`src/rtl/fetch_unit.sv`:
```
// fetch_unit: instruction-fetch front end feeding the IF/ID register.
// Owns the fetch PC (word address), issues one request at a time to a
// variable-latency instruction memory, buffers returned instructions in a
// DEPTH-entry FIFO and hands them to decode with a valid/stall handshake.
// Redirects flush the FIFO and discard any stale in-flight response.
//
// Ports:
//   clk, RESET            clock, asynchronous active-high reset
//   redirect, redirect_pc taken-branch pulse and its word-address target
//   imem_req, imem_addr   registered fetch request and its word address
//   imem_gnt              memory accepts the request (req & gnt)
//   imem_rvalid/rdata     response strobe and returned instruction
//   if_valid, if_instr,   FIFO head valid, head instruction and PC+1
//   if_pcplus1
//   id_stall              decode not ready; pop = if_valid & !id_stall
module fetch_unit #(
    parameter int unsigned DEPTH    = 2,
    parameter logic [31:0] RESET_PC = 32'h0
) (
    input  logic        clk,
    input  logic        RESET,
    input  logic        redirect,
    input  logic [31:0] redirect_pc,
    output logic        imem_req,
    output logic [31:0] imem_addr,
    input  logic        imem_gnt,
    input  logic        imem_rvalid,
    input  logic [31:0] imem_rdata,
    output logic        if_valid,
    output logic [31:0] if_instr,
    output logic [31:0] if_pcplus1,
    input  logic        id_stall
);

    localparam int unsigned PW = (DEPTH > 1) ? $clog2(DEPTH) : 1;
    localparam int unsigned CW = $clog2(DEPTH + 1);
    localparam logic [CW-1:0] DEPTH_C = CW'(DEPTH);

    typedef enum logic [1:0] {
        ST_IDLE = 2'd0,
        ST_REQ  = 2'd1,
        ST_WAIT = 2'd2
    } state_t;

    state_t        state, state_next;
    logic [31:0]   fetch_pc, fetch_pc_next;
    logic [31:0]   req_pc, req_pc_next;
    logic          drop, drop_next;
    logic [CW-1:0] count, count_next, occ_after_pop;
    logic [PW-1:0] rd_ptr, rd_ptr_next;
    logic [PW-1:0] wr_ptr, wr_ptr_next;
    logic          push, pop;
    logic [31:0]   push_pcp1;

    logic [31:0]   mem_instr [DEPTH];
    logic [31:0]   mem_pcp1  [DEPTH];

    logic          req_q;
    logic          valid_q;
    logic [31:0]   instr_q, pcp1_q;
    logic [31:0]   head_instr_next, head_pcp1_next;

    // FIFO bookkeeping; a redirect empties the queue and wins over any pop
    always_comb begin
        pop           = valid_q && !id_stall && !redirect;
        push          = (state == ST_WAIT) && imem_rvalid && !drop && !redirect;
        push_pcp1     = req_pc + 32'd1;
        occ_after_pop = count - CW'(pop);
        if (redirect) begin
            count_next  = '0;
            rd_ptr_next = '0;
            wr_ptr_next = '0;
        end else begin
            count_next  = occ_after_pop + CW'(push);
            rd_ptr_next = rd_ptr + PW'(pop);
            wr_ptr_next = wr_ptr + PW'(push);
        end
    end

    // Next head entry so the decode-facing outputs come straight from flops;
    // an entry pushed into an otherwise empty queue becomes the head directly
    always_comb begin
        head_instr_next = 32'h0;
        head_pcp1_next  = 32'h0;
        if (count_next != '0) begin
            if (occ_after_pop == '0) begin
                head_instr_next = imem_rdata;
                head_pcp1_next  = push_pcp1;
            end else begin
                head_instr_next = mem_instr[rd_ptr_next];
                head_pcp1_next  = mem_pcp1[rd_ptr_next];
            end
        end
    end

    // Request FSM: at most one outstanding request; a slot is always
    // reserved for it, so the FIFO cannot overflow
    always_comb begin
        state_next    = state;
        fetch_pc_next = fetch_pc;
        req_pc_next   = req_pc;
        drop_next     = drop;

        case (state)
            ST_IDLE: begin
                if (redirect || (count_next < DEPTH_C)) begin
                    state_next = ST_REQ;
                end
            end
            ST_REQ: begin
                if (imem_gnt) begin
                    req_pc_next   = fetch_pc;
                    fetch_pc_next = fetch_pc + 32'd1;
                    // granted address is already stale if redirected now
                    drop_next     = redirect;
                    state_next    = ST_WAIT;
                end
            end
            ST_WAIT: begin
                if (imem_rvalid) begin
                    drop_next  = 1'b0;
                    state_next = (count_next < DEPTH_C) ? ST_REQ : ST_IDLE;
                end else if (redirect) begin
                    drop_next = 1'b1;
                end
            end
            default: begin
                state_next = ST_IDLE;
            end
        endcase

        if (redirect) begin
            fetch_pc_next = redirect_pc;
        end
    end

    // Control and output registers
    always_ff @(posedge clk or posedge RESET) begin
        if (RESET) begin
            state    <= ST_IDLE;
            fetch_pc <= RESET_PC;
            req_pc   <= 32'h0;
            drop     <= 1'b0;
            count    <= '0;
            rd_ptr   <= '0;
            wr_ptr   <= '0;
            req_q    <= 1'b0;
            valid_q  <= 1'b0;
            instr_q  <= 32'h0;
            pcp1_q   <= 32'h0;
        end else begin
            state    <= state_next;
            fetch_pc <= fetch_pc_next;
            req_pc   <= req_pc_next;
            drop     <= drop_next;
            count    <= count_next;
            rd_ptr   <= rd_ptr_next;
            wr_ptr   <= wr_ptr_next;
            req_q    <= (state_next == ST_REQ);
            valid_q  <= (count_next != '0);
            instr_q  <= head_instr_next;
            pcp1_q   <= head_pcp1_next;
        end
    end

    // FIFO storage
    always_ff @(posedge clk or posedge RESET) begin
        if (RESET) begin
            for (int i = 0; i < int'(DEPTH); i++) begin
                mem_instr[i] <= 32'h0;
                mem_pcp1[i]  <= 32'h0;
            end
        end else if (push) begin
            mem_instr[wr_ptr] <= imem_rdata;
            mem_pcp1[wr_ptr]  <= push_pcp1;
        end
    end

    assign imem_req   = req_q;
    assign imem_addr  = fetch_pc;
    assign if_valid   = valid_q;
    assign if_instr   = instr_q;
    assign if_pcplus1 = pcp1_q;

endmodule

```
`config.mk`:
```
export PLATFORM = sky130hd
export DESIGN_NAME = fetch_unit
export DESIGN_NICKNAME = d
export VERILOG_FILES = /design/src/rtl/fetch_unit.sv
export SDC_FILE = /design/constraint.sdc
export NUM_CORES = 1
export LEC_CHECK = 0
export ABC_AREA = 1
export CAP_MARGIN = 20
export CORE_ASPECT_RATIO = 0.8
export CORE_MARGIN = 2
export CORE_UTILIZATION = 50
export CTS_BUF_LIST = sky130_fd_sc_hd__clkbuf_8
export DETAILED_ROUTE_END_ITERATION = 8
export GPL_ROUTABILITY_DRIVEN = 1
export GPL_TIMING_DRIVEN = 0
export PLACE_DENSITY = 0.76
export SKIP_LAST_GASP = 1
export SYNTH_ARGS = -nofsm -noshare
export SYNTH_HDL_FRONTEND = slang
export SYNTH_SLANG_ARGS = --single-unit
```
`constraint.sdc`:
```
create_clock -name clk -period 8.03 [get_ports clk]
set_clock_uncertainty 0.15 [all_clocks]
set_input_delay 1.2045 -clock clk [delete_from_list [all_inputs] [get_ports clk]]
set_output_delay 1.2045 -clock clk [all_outputs]
set_load 0.01 [all_outputs]
```
==> metrics.yaml <==
maxCapViolCount: 0
slowest_stage: "clkdlybuf4s50_1"
drc: 0
drtPass1Iterations: 5
die_y_um: 149
critPathMaxFanout: 10
clkTransAtPathRegs_ns: 0.06
reg2reg_from: "state[1]"
pin_count: 168
hp-start: "mem_instr[58]"
numCtsBuffers: 44
yosys_warnings: 0
clkLatencyLatePin_ns: 0.56
crit_chain: "clkdlybuf4s50_1 > nand2_1 > nor3_1 > ha_1 > clkbuf_1 > buf_2 > clkbuf_1 > nand2_1 > o21ai_0"
synth_area_leaders: "dfrtp_1 51%, nand2_1 19%, nor2_1 5.4%"
gr-total-overflow: 0
power.internal_mw: 2.87
synth.avg_cell_area_um2: 7.51
vdd_drop_max_v: 0.000143
hp-class: "reg -> reg"
ff2ff_path_depth: 10
clock_path_buffers: 3
hold_slack_ns: 0.323
dp_slack_ns: 4.01
slew_headroom: 0.465
cts_setup_buffers: 0
ys.flop_type: "dfrtp_1"
globalplace.congestion: 0.909
finalPower_mw: 4.45
ant_nets: 0
antenna_found_initial: 0
max_stage_delay_ns: 0.49
clockPowerShare: 0.289
synth-edff-count: 0
cts_resized: 0
antenna_cells: 0
fin_tns_setup_ns: 0
area_growth_syn_to_layout_pct: 24.6
syn_inst: 1741
netlist_area_mm2: 0.0131
syn_nets: 1817
coreArea_mm2: 0.0255
async_flop_share: 1.00
finalWirelength_um: 37000
post-route-period-util: 0.452
synth-seq-area-share: 0.507
grt_start_max_net_pins: 44
finalHoldViolations: 0
avgRoutedWirePerCell_um: 15.8
yosys-top-cells-count: "663 x nand2_1, 265 x dfrtp_1, 187 x nor2_1, 158 x inv_1, 112 x nand3_1"
worst_pin_slew_ns: 0.801
cts_tree: "yes"
synth_top_area_share: 0.507
cp-start-kind: "primary input"
p_comb_frac: 0.279
grt_pass1_vias: 11800
arrival_ns: 3.93
rsz0062_at_grt: "false"
fmax_mhz: 276
crit_required_ns: 8.33
clock-sinks: 265
powerDensity_mw_per_mm2: 273
hold_path_end: "mem_instr[58]"
final_nets: 2035
die_area_mm2: 0.0275
yosysUniqueCellTypes: 35
yosysMostFrequentCell: "nand2_1"
min_period_ns: 3.63
place_hpwl_um: 27000
cp_top_family: "buffers and inverters"
drive_above_1_share: 0.0812
worst-path-buf-inv: 4
htreeDepth: 2
layout_setup_ws_ns: 4.40
power_frac_seq: 0.432
grt_util_all_layers: 0.278
slew_viol_final: 0
switching_power_mw: 1.59
path_class: "in -> reg"
grt_pass1_wl_um: 60500
vias: 12300
rows: 52
final-setup-viol-count: 0
cp-end-kind: "flop"
cts_hold_buf: 0
detail_route.vias_per_cell: 5.23
timing.rr.end: "mem_instr[7]"
p_leak_nw: 7.95
first_iter_violations: 1039
cts_root_buffer: "clkbuf_8"
die_width_um: 185
initial_core_util: 0.513
p_sw_frac: 0.356
r2r_setup_slack_ns: 4.85
fill_cells: 2277
io_buffers: 166
ys_ff_latch: 265
hold_path_depth: 2
status: "completed"
synth_top_area_cell: "dfrtp_1"
## tightest hold or removal path: stages, from the launching register on
cell and delay, ns:
dfrtp_1 0.34, nand2_1 0.05, nand2_1 0.05
## per-layer routing
metal  GRT usage  vias to the layer above  wire length, um
met5           0                        -                0
met4      0.0762                        0              707
met3      0.0453                       64             3090
met2       0.423                      539            16300
met1       0.414                     5780            16900
li1            -                     5883                -
## worst max path at each step
stage,cells past startpoint,endpoint,startpoint
5_1_grt,9,mem_instr[7],imem_rvalid
3_5_place_dp,9,mem_instr[4],imem_rvalid
6_report,9,mem_instr[7],imem_rvalid
2_1_floorplan,1,count[0],RESET
3_3_place_gp,2,if_pcplus1[27],RESET
4_1_cts,9,mem_instr[7],imem_rvalid
## power by group through the flow
stage	logic [mW]	registers, mW	clock network [mW]
detailed placement	1.22	1.93	0
global placement	1.18	1.92	0
global route	1.40	1.96	1.36
finish	1.24	1.92	1.29
floorplan	0.767	1.89	0
CTS	1.23	1.91	1.30
## cell usage in the layout (no fill, tap or decap), types with 5 or more instances in the layout
master           count
o211ai_1            37
nand2_1            663
buf_12               6
o21bai_1             7
o21ai_0             96
inv_1              168
clkdlybuf4s50_1    166
xor2_1              13
dfrtp_1            265
nor2_4               5
nor2_2               6
nand3_1            112
buf_4                9
o21ai_1             34
a21oi_1             24
clkbuf_8            64
inv_2               11
buf_2               30
buf_1                5
clkbuf_1            31
nand2_2             11
ha_1                 6
a31oi_1              5
nor2_1             187
## sequential cells by signal, indices dropped and copies added (netlist names)
signal	count
mem_pcp1	64
imem_req	1
mem_instr	64
rd_ptr	1
drop	1
if_pcplus1	32
req_pc	32
state	2
if_valid	1
count	2
wr_ptr	1
if_instr	32
imem_addr	32
## through the flow
stage	area (um2)	util	cells
2_1_floorplan	13100	-	1741
3_3_place_gp	15200	0.595	2258
3_5_place_dp	15300	0.600	2264
4_1_cts	16300	0.639	2346
5_1_grt	16300	0.639	2346
6_report	16300	0.639	2346
## layout make-up
type                    count  area [um2]  area share
multi-input cells        1228        5420       0.333
repair buffers            172        1780       0.109
clock buffers              64         881      0.0541
well taps                 351         439      0.0270
plain buffers              77         375      0.0230
inverters                 171         648      0.0398
flip-flops and latches    265        6630       0.407
clock inverters            18         108     0.00661
## cell families after synthesis
| kind of cell | synth area share |
|---|---|
| simple gates | 0.307 |
| flops | 0.507 |
| buf+inv | 0.0780 |
| compound gates | 0.0908 |
| xor+xnor | 0.0114 |
| fa+ha+maj | 0.00574 |
No activity file was read; power rests on OpenSTA's default activity.
